File: src/rtl/rs_chien_ctrl_if.sv
// rs_chien_ctrl_if: handshake bundle around the Chien search engine.
//   Lambda side : lambda_vld/lambda_rdy handshake carrying the error-locator polynomial
//                 (lambda[i] is the coefficient of x^i) and the degree claimed by BM.
//   Chien side  : chien_vld/chien_rdy handshake carrying one chunk per beat
//                 (chien_base, chien_mask, chien_last) plus err_cnt and fail.
// Modports:
//   master - the surrounding decoder (drives lambda, consumes chunks)
//   slave  - the Chien engine itself
interface rs_chien_ctrl_if #(
  parameter int unsigned ROOTS_PER_CYCLE = 4,
  parameter int unsigned T_LEN           = 8,
  parameter int unsigned SYMB_WIDTH      = 8,
  parameter int unsigned LEN_WIDTH       = 8
);
  logic                               lambda_vld;
  logic                               lambda_rdy;
  logic [T_LEN:0][SYMB_WIDTH-1:0]     lambda;
  logic [LEN_WIDTH-1:0]               lambda_deg;
  logic                               chien_vld;
  logic                               chien_rdy;
  logic [SYMB_WIDTH-1:0]              chien_base;
  logic [ROOTS_PER_CYCLE-1:0]         chien_mask;
  logic                               chien_last;
  logic [SYMB_WIDTH-1:0]              err_cnt;
  logic                               fail;

  modport master (
    output lambda_vld, lambda, lambda_deg, chien_rdy,
    input  lambda_rdy, chien_vld, chien_base, chien_mask, chien_last, err_cnt, fail
  );

  modport slave (
    input  lambda_vld, lambda, lambda_deg, chien_rdy,
    output lambda_rdy, chien_vld, chien_base, chien_mask, chien_last, err_cnt, fail
  );
endinterface

File: src/rtl/rs_chien_ctrl.sv
// rs_chien_ctrl: sequenced Chien search over GF(2^8) (poly 0x11D), N_LEN = 255 positions.
// Accepts one error-locator polynomial per codeword and sweeps ROOTS_PER_CYCLE positions per
// chunk, flagging position j when Lambda(alpha^-j) = 0.
// Ports:
//   clk - rising-edge clock
//   rst - synchronous active-high reset
//   bus - rs_chien_ctrl_if.slave (lambda handshake in, chunk stream out)
// Datapath: term_q[i] holds lambda[i] * alpha^(-i*base). Each mask bit k multiplies the terms
// by the constants alpha^(-i*k) and XOR-sums them; stepping a chunk multiplies every term by
// alpha^(-i*R). All constants are folded at elaboration.
module rs_chien_ctrl #(
  parameter int unsigned ROOTS_PER_CYCLE = 4
) (
  input logic            clk,
  input logic            rst,
  rs_chien_ctrl_if.slave bus
);
  localparam int unsigned N_LEN      = 255;
  localparam int unsigned T_LEN      = 8;
  localparam int unsigned SYMB_WIDTH = 8;
  localparam int unsigned POLY       = 285;
  localparam int unsigned LEN_WIDTH  = 8;
  localparam int unsigned R          = ROOTS_PER_CYCLE;
  localparam logic [7:0]  PolyLow    = 8'(POLY);

  typedef logic [SYMB_WIDTH-1:0] symb_t;
  typedef enum logic [0:0] {StIdle, StSearch} state_e;

  function automatic symb_t gf_xtime(symb_t a);
    return a[7] ? ((a << 1) ^ PolyLow) : (a << 1);
  endfunction

  function automatic symb_t gf_mul(symb_t a, symb_t b);
    symb_t p;
    symb_t s;
    p = '0;
    s = a;
    for (int i = 0; i < SYMB_WIDTH; i++) begin
      if (b[i]) p = p ^ s;
      s = gf_xtime(s);
    end
    return p;
  endfunction

  function automatic symb_t alpha_pow(int unsigned e);
    symb_t r;
    r = 8'h01;
    for (int unsigned i = 0; i < e; i++) r = gf_xtime(r);
    return r;
  endfunction

  state_e               state_q;
  logic                 lambda_rdy_q;
  logic                 chien_vld_q;
  symb_t                term_q [T_LEN+1];
  symb_t                base_q;
  symb_t                acc_q;
  logic [LEN_WIDTH-1:0] deg_q;
  logic                 lam0_zero_q;

  symb_t                step_term [T_LEN+1];
  symb_t                prod [R][T_LEN+1];
  symb_t                eval [R];
  logic [R-1:0]         mask;
  logic                 last;
  logic                 in_search;
  symb_t                popcnt;
  symb_t                err_total;
  int unsigned          base_int;

  for (genvar i = 0; i <= T_LEN; i++) begin : g_term
    localparam symb_t Step = alpha_pow((N_LEN - (i * R) % N_LEN) % N_LEN);
    assign step_term[i] = gf_mul(term_q[i], Step);
    for (genvar k = 0; k < R; k++) begin : g_root
      localparam symb_t Coef = alpha_pow((N_LEN - (i * k) % N_LEN) % N_LEN);
      assign prod[k][i] = gf_mul(term_q[i], Coef);
    end
  end

  always_comb begin
    in_search = (state_q == StSearch);
    base_int  = 32'(base_q);
    last      = in_search && (base_int + R >= N_LEN);
    mask      = '0;
    popcnt    = '0;
    for (int k = 0; k < R; k++) begin
      eval[k] = '0;
      for (int i = 0; i <= T_LEN; i++) eval[k] = eval[k] ^ prod[k][i];
      // Positions past the end of the codeword never report, and nothing reports in IDLE.
      if (in_search && (base_int + unsigned'(k) < N_LEN) && (eval[k] == '0)) mask[k] = 1'b1;
      popcnt = popcnt + SYMB_WIDTH'(mask[k]);
    end
    err_total = acc_q + popcnt;
  end

  assign bus.lambda_rdy = lambda_rdy_q;
  assign bus.chien_vld  = chien_vld_q;
  assign bus.chien_base = base_q;
  assign bus.chien_mask = mask;
  assign bus.chien_last = last;
  assign bus.err_cnt    = err_total;
  assign bus.fail       = last && ((err_total != deg_q) || (32'(deg_q) > T_LEN) || lam0_zero_q);

  always_ff @(posedge clk) begin
    if (rst) begin
      state_q      <= StIdle;
      lambda_rdy_q <= 1'b1;
      chien_vld_q  <= 1'b0;
      base_q       <= '0;
      acc_q        <= '0;
      deg_q        <= '0;
      lam0_zero_q  <= 1'b0;
      for (int i = 0; i <= T_LEN; i++) term_q[i] <= '0;
    end else begin
      unique case (state_q)
        StIdle: begin
          if (bus.lambda_vld) begin
            state_q      <= StSearch;
            lambda_rdy_q <= 1'b0;
            chien_vld_q  <= 1'b1;
            base_q       <= '0;
            acc_q        <= '0;
            deg_q        <= bus.lambda_deg;
            lam0_zero_q  <= (bus.lambda[0] == '0);
            for (int i = 0; i <= T_LEN; i++) term_q[i] <= bus.lambda[i];
          end
        end
        StSearch: begin
          if (bus.chien_rdy) begin
            acc_q <= err_total;
            if (last) begin
              state_q      <= StIdle;
              lambda_rdy_q <= 1'b1;
              chien_vld_q  <= 1'b0;
            end else begin
              base_q <= base_q + SYMB_WIDTH'(R);
              for (int i = 0; i <= T_LEN; i++) term_q[i] <= step_term[i];
            end
          end
        end
        default: state_q <= StIdle;
      endcase
    end
  end
endmodule

File: src/flat_wrapper.sv
// flat-port wrapper written by rule: the top's interface ports become plain ports
module rs_chien_ctrl_flat 
#(
  parameter int unsigned ROOTS_PER_CYCLE = 4
)
  (clk, rst, bus_lambda_vld, bus_lambda, bus_lambda_deg, bus_chien_rdy, bus_lambda_rdy, bus_chien_vld, bus_chien_base, bus_chien_mask, bus_chien_last, bus_err_cnt, bus_fail);
  rs_chien_ctrl_if #(.ROOTS_PER_CYCLE(ROOTS_PER_CYCLE)) bus_i ();
  input logic clk;
  input logic rst;
  input wire logic [$bits(bus_i.lambda_vld)-1:0] bus_lambda_vld;
  input wire logic [$bits(bus_i.lambda)-1:0] bus_lambda;
  input wire logic [$bits(bus_i.lambda_deg)-1:0] bus_lambda_deg;
  input wire logic [$bits(bus_i.chien_rdy)-1:0] bus_chien_rdy;
  output wire logic [$bits(bus_i.lambda_rdy)-1:0] bus_lambda_rdy;
  output wire logic [$bits(bus_i.chien_vld)-1:0] bus_chien_vld;
  output wire logic [$bits(bus_i.chien_base)-1:0] bus_chien_base;
  output wire logic [$bits(bus_i.chien_mask)-1:0] bus_chien_mask;
  output wire logic [$bits(bus_i.chien_last)-1:0] bus_chien_last;
  output wire logic [$bits(bus_i.err_cnt)-1:0] bus_err_cnt;
  output wire logic [$bits(bus_i.fail)-1:0] bus_fail;
  assign bus_i.lambda_vld = bus_lambda_vld;
  assign bus_i.lambda = bus_lambda;
  assign bus_i.lambda_deg = bus_lambda_deg;
  assign bus_i.chien_rdy = bus_chien_rdy;
  assign bus_lambda_rdy = bus_i.lambda_rdy;
  assign bus_chien_vld = bus_i.chien_vld;
  assign bus_chien_base = bus_i.chien_base;
  assign bus_chien_mask = bus_i.chien_mask;
  assign bus_chien_last = bus_i.chien_last;
  assign bus_err_cnt = bus_i.err_cnt;
  assign bus_fail = bus_i.fail;
  rs_chien_ctrl #(.ROOTS_PER_CYCLE(ROOTS_PER_CYCLE)) u_core (.clk(clk), .rst(rst), .bus(bus_i));
endmodule
File: config.mk
export PLATFORM = sky130hd
export DESIGN_NAME = rs_chien_ctrl_flat
export DESIGN_NICKNAME = d
export VERILOG_FILES = /design/src/rtl/rs_chien_ctrl_if.sv /design/src/rtl/rs_chien_ctrl.sv /design/src/flat_wrapper.sv
export SDC_FILE = /design/constraint.sdc
export NUM_CORES = 1
export LEC_CHECK = 0
export CAP_MARGIN = 10
export CELL_PAD_IN_SITES_DETAIL_PLACEMENT = 1
export CELL_PAD_IN_SITES_GLOBAL_PLACEMENT = 2
export CORE_UTILIZATION = 36
export DETAILED_ROUTE_END_ITERATION = 8
export GPL_TIMING_DRIVEN = 0
export PLACE_DENSITY = 0.9
export RECOVER_POWER = 25
export SKIP_LAST_GASP = 1
export SLEW_MARGIN = 10
export SYNTH_ARGS = -nofsm -noshare
export SYNTH_HDL_FRONTEND = slang
export SYNTH_SLANG_ARGS = --single-unit
File: constraint.sdc
create_clock -name clk -period 5.5 [get_ports clk]
set_input_delay 0.825 -clock clk [delete_from_list [all_inputs] [get_ports clk]]
set_output_delay 0.825 -clock clk [all_outputs]
set_load 0.05 [all_outputs]
---- Yosys cells after proc, flatten, opt, wreduce, memory -nomap -nowiden ----
Memory sizes are Yosys's and may differ from the RTL's.
Cells that the tools add are included.
storage, ports and cells
  flip-flop bits (word level) ............. 28
  latch bits .............................. 0
  bits in writable memories ............... 72
  ROM bits ................................ 0
  input port bits ......................... 84
  output and inout bits ................... 24
  logic and storage cells ................. 357
  memories ................................ 1
memory list
  memory         depth  bits a word  read ports  clocked after memory_dff  write ports  RTL line             RTL
  u_core.term_q  9      8            9           0                         9            rs_chien_ctrl.sv:55  symb_t term_q [T_LEN+1];
operators by class
  add/sub/neg operators ................... 9
  multiply operators ...................... 0
  div/mod/pow operators ................... 0
  $lt $le $gt $ge ......................... 6
  equality and inequality tests ........... 5
  shift operators ......................... 0
  muxes and demuxes ....................... 105
  bitwise gates (word level) .............. 203
  reductions and logical operators ........ 21
operators with widths
  cell                 number
  $xor 8x8->8          128
  $mux 5               56
  $not 4->4            56
  $mux 8               22
  $logic_not 8->1      5
  $pmux 8 s2           2
  $lt 9x8->1 const B   3
  $mux 1               22
  $add 8x2->9 const B  2
  $or 1x1->1           18
  $logic_and 1x1->1    10
  $add 8x1->9 const B  1
  $add 8x3->9 const B  1
  $ge 9x8->1 const B   1
  $add 8x3->8 const B  1
  $add 8x4->8          1
  $gt 8x4->1 const B   1
  $lt 8x8->1 const B   1
  $ne 2x2->1 const B   4
  $ne 8x8->1           1
  $pmux 1 s2           3
  $reduce_and 3->1     2
  $add 3x1->4          1
  $reduce_and 2->1     2
  other kinds (4)      5

---- Longest topological paths before layout ----
An unclocked memory read counts as a cell.
  word-level depth ........................ 35
  mapped depth ............................ 19
  depth with buffers taken out ............ 18

---- Least setup slack after synthesis ----
No wires, ideal clock.
  kind .................................... register to output
  from .................................... memory u_core.term_q[5][4] (netlist name)
  to ...................................... output port bus_fail
  data arrival time ....................... 7.716 ns
  required time ........................... 4.675 ns
  slack ................................... -3.041 ns
  stages on the path, launching flop included .. 19
  buffers on the path ..................... 1
  path through ............................ edfxtp_1 -> buf_4 -> xor2_1 -> xnor3_1 -> xnor3_1 -> xnor3_1 -> xnor2_1 -> nor2_1 -> nor4b_1 -> fa_1 -> inv_1 -> fa_1 -> inv_1 -> fa_1 -> xor2_1 -> o21ai_0 -> o211ai_1 -> nor4_1 -> a21boi_0
RTL lines
  element             RTL line             RTL
  start: declaration  rs_chien_ctrl.sv:55
  end: declaration    flat_wrapper.sv:20   output wire logic [$bits(bus_i.fail)-1:0] bus_fail;

==> out/metrics.yaml <==
placed_design:
  dp_slack_ns: -1.36
  port_buffers: 103
  dp_hpwl_mm: 30.3
  post_dp_cell_area_um2: 12700
  routabilityCongestion: 0.993
worst_setup_path:
  path_class: "register to output port"
  crit_path_start_kind: "register"
  critPathMaxFanout: 5
  end_kind: "output port"
  worstPathArrival_ns: 5.40
  cp.required_ns: 4.68
cts:
  cts_tree: "yes"
  cts_sinks: 98
  numCtsBuffers: 9
  max-clock-path-buffers: 2
  insertion_delay_ns: 0.38
  clk_pin_slew_worst_paths_ns: 0.08
  cts-root-buf: "clkbuf_16"
  h-tree-depth: 3
run_status:
  violations: "negative setup slack"
  outcome: "complete, but fails checks"
pwr:
  p_leak_nw: 5.98
  p_sw_mw: 4.24
  seqPwrFrac_pct: 9.7
  swShare_pct: 43.3
  power.density_nw_per_um2: 677
  internal_power_mw: 5.56
  vdd_ir_drop_max_mv: 0.435
  clockPowerShare_pct: 7.1
  comb_power_share_pct: 83.3
cells_and_area:
  fillers: 3135
  area_delta_synth_final_pct: 34.2
  insertedDiodeCount: 0
  final_area_um2: 14500
  fin_util_pct: 49.0
  drive_gt1_share_pct: 24.0
  nets: 1257
grt:
  grt_pass1_wl_mm: 56.7
  grt_max_degree: 53
  grt-ovfl-total: 0
  grt_pass1_vias: 8351
  antenna_found_initial: 0
  grt_use_total_pct: 26.0
timing:
  setup_viol_count_final: 7
  skew_ns: 0.0152
  setup_tns_ns: -2.25
  slew_headroom_pct: 4.49
  min_period_ns: 6.23
  rsz0062_at_grt: "yes"
  tightest_slew_ns: 1.43
  finalMaxSlewViolations: 0
  setup_ws_ns: -0.729
  period_share_pct: 113
  fmax_mhz: 161
  hold_viol_final: 0
drt:
  wl_per_cell_um: 25.6
  drt_iter0_markers: 639
  wirelength_mm: 39.9
  drc_errors: 0
  vias: 8152
  via_per_inst: 5.22
  first_pass_iters: 5
  ant_nets: 0
die:
  initial_core_util_pct: 36.5
  dieArea_um2: 30700
  die_w_um: 175
  core_area_um2: 29600
  io_pins: 108
  num_rows: 63
  die_h_um: 175
hold_path:
  hp-class: "register to register"
synth:
  seq_area_frac_synth_pct: 24.9
  synth_edf_count: 72
  synth_ff_type: "edfxtp_1"
  netlist_instances: 977
  syn_area_um2: 10800
  syn_area_per_cell_um2: 11.0
  ys_types: 50
  synthArstFlopShare_pct: 0
  ys_warn_count: 0
  ys_ff_latch: 98
run:
  timing.max_cap.violations: 0
## sequential cells by signal, summed over array words and instances, names as in the netlist
name / cells
u_core.acc_q: 8
u_core.bus.lambda_rdy: 1
u_core.bus.chien_vld: 1
u_core.deg_q: 8
u_core.bus.chien_base: 6
u_core.lam0_zero_q: 1
u_core.term_q: 72
u_core.in_search: 1
## critical path: stages, from the launching register on
cell	delay, ns
edfxtp_1	0.42
buf_12	0.16
xnor3_1	0.42
xnor3_2	0.37
xnor2_4	0.23
xnor3_2	0.36
xnor2_1	0.19
nand4_1	0.17
nor4b_4	0.28
fa_1	0.46
inv_1	0.08
fa_2	0.19
inv_2	0.04
fa_2	0.60
xnor2_1	0.14
nand3_1	0.09
a21oi_1	0.13
o211ai_1	0.12
nor4_2	0.26
a21boi_2	0.10
buf_2	0.22
## layout by cell type, fill, tap and decap left out, drive strengths merged, types with 3 or more instances in the layout
cell type,n
xnor2,319
dfxtp,26
dlygate4sd3,6
a21oi,22
a211oi,4
buf,141
and2,9
edfxtp,72
inv,11
xor2,109
a21o,3
clkbuf,42
and3,3
o21ai,39
nand3,7
nor2,19
nor4,7
nor3b,3
nor2b,3
clkdlybuf4s50,88
xnor3,95
nand2b,3
nand2,68
xor3,8
nor3,3
a22oi,4
nand4,4
a22o,27
fa,3
## through the flow
step	hold slack, ns	instances	total power [mW]
after global routing	0.473	1563	10.2
after CTS	0.462	1520	9.47
after floorplan	0.431	978	6.57
final	0.452	1563	9.80
after global placement	0.440	1471	8.09
after detailed placement	0.438	1472	8.16
## cell type report
class	instances	area (um2)	area share [%]
Buffer	81	542	3.74
Sequential cell	98	2680	18.5
Clock buffer	10	250	1.73
Multi-Input combinational cell	784	8670	59.9
Inverter	7	26.3	0.181
Tap cell	390	488	3.37
Clock inverter	6	53.8	0.371
Timing Repair Buffer	187	1770	12.2
## logic make-up after synthesis
| kind of cell | after synthesis | synth area share, % |
|---|---|---|
| compound gates | 104 | 6.15 |
| xor+xnor | 531 | 57.4 |
| flops | 98 | 24.9 |
| simple gates | 141 | 6.23 |
| other cells | 1 | 0.0348 |
| fa+ha+maj | 5 | 0.789 |
| buf+inv | 96 | 4.46 |
| mux | 1 | 0.104 |
## path summary, 6_finish.rpt
path	start	endpoint	slack, ns	cells after the start
worst min register to register	u_core.bus.lambda_rdy$_SDFFE_PP1P_	u_core.bus.lambda_rdy$_SDFFE_PP1P_	0.45	2
worst max register to register	u_core.term_q[7][7]$_DFFE_PP_	u_core.acc_q[7]$_SDFFE_PP0P_	0.58	24
worst min-delay path	u_core.bus.lambda_rdy$_SDFFE_PP1P_	u_core.bus.lambda_rdy$_SDFFE_PP1P_	0.45	2
worst max-delay path	u_core.term_q[7][7]$_DFFE_PP_	bus_fail	-0.73	20
## synth_stat cells, drive strengths merged, types with 7 or more instances
cell	instances	area, um2
buf	54	324
nor4	7	43.8
a22o	27	236
xor2	109	1030
o21ai	39	195
xnor2	319	2830
nor2	19	71.3
a21oi	22	110
dfxtp	26	521
edfxtp	72	2160
and2	9	56.3
nand2	68	255
inv	7	26.3
xor3	8	194
nand3	7	35.0
clkbuf	35	131
xnor3	95	2140
## what timing repair did
| action | CTS | global route |
|---|---|---|
| pin swaps | 20 | 15 |
| buffers inserted | 40 | 43 |
| endpoints found under the setup margin | 10 | 9 |
| hold buffers | 0 | 0 |
| gates resized for setup | 133 | 78 |
## power groups by stage
stage / clock network, mW / registers, mW / logic (mW)
after detailed placement: 0 / 0.939 / 7.22
after global placement: 0 / 0.936 / 7.15
after global routing: 0.722 / 0.953 / 8.48
after CTS: 0.702 / 0.945 / 7.82
after floorplan: 0 / 0.933 / 5.64
final: 0.695 / 0.946 / 8.16
## per-layer routing
metal,GRT usage [%],vias up,wire [um]
met2,43.5,323,18900
met5,0,-,0
met3,3.39,81,2700
met1,33.8,4129,16600
li1,-,3619,-
met4,10.8,0,1790
Power figures use the tool's default switching activity.
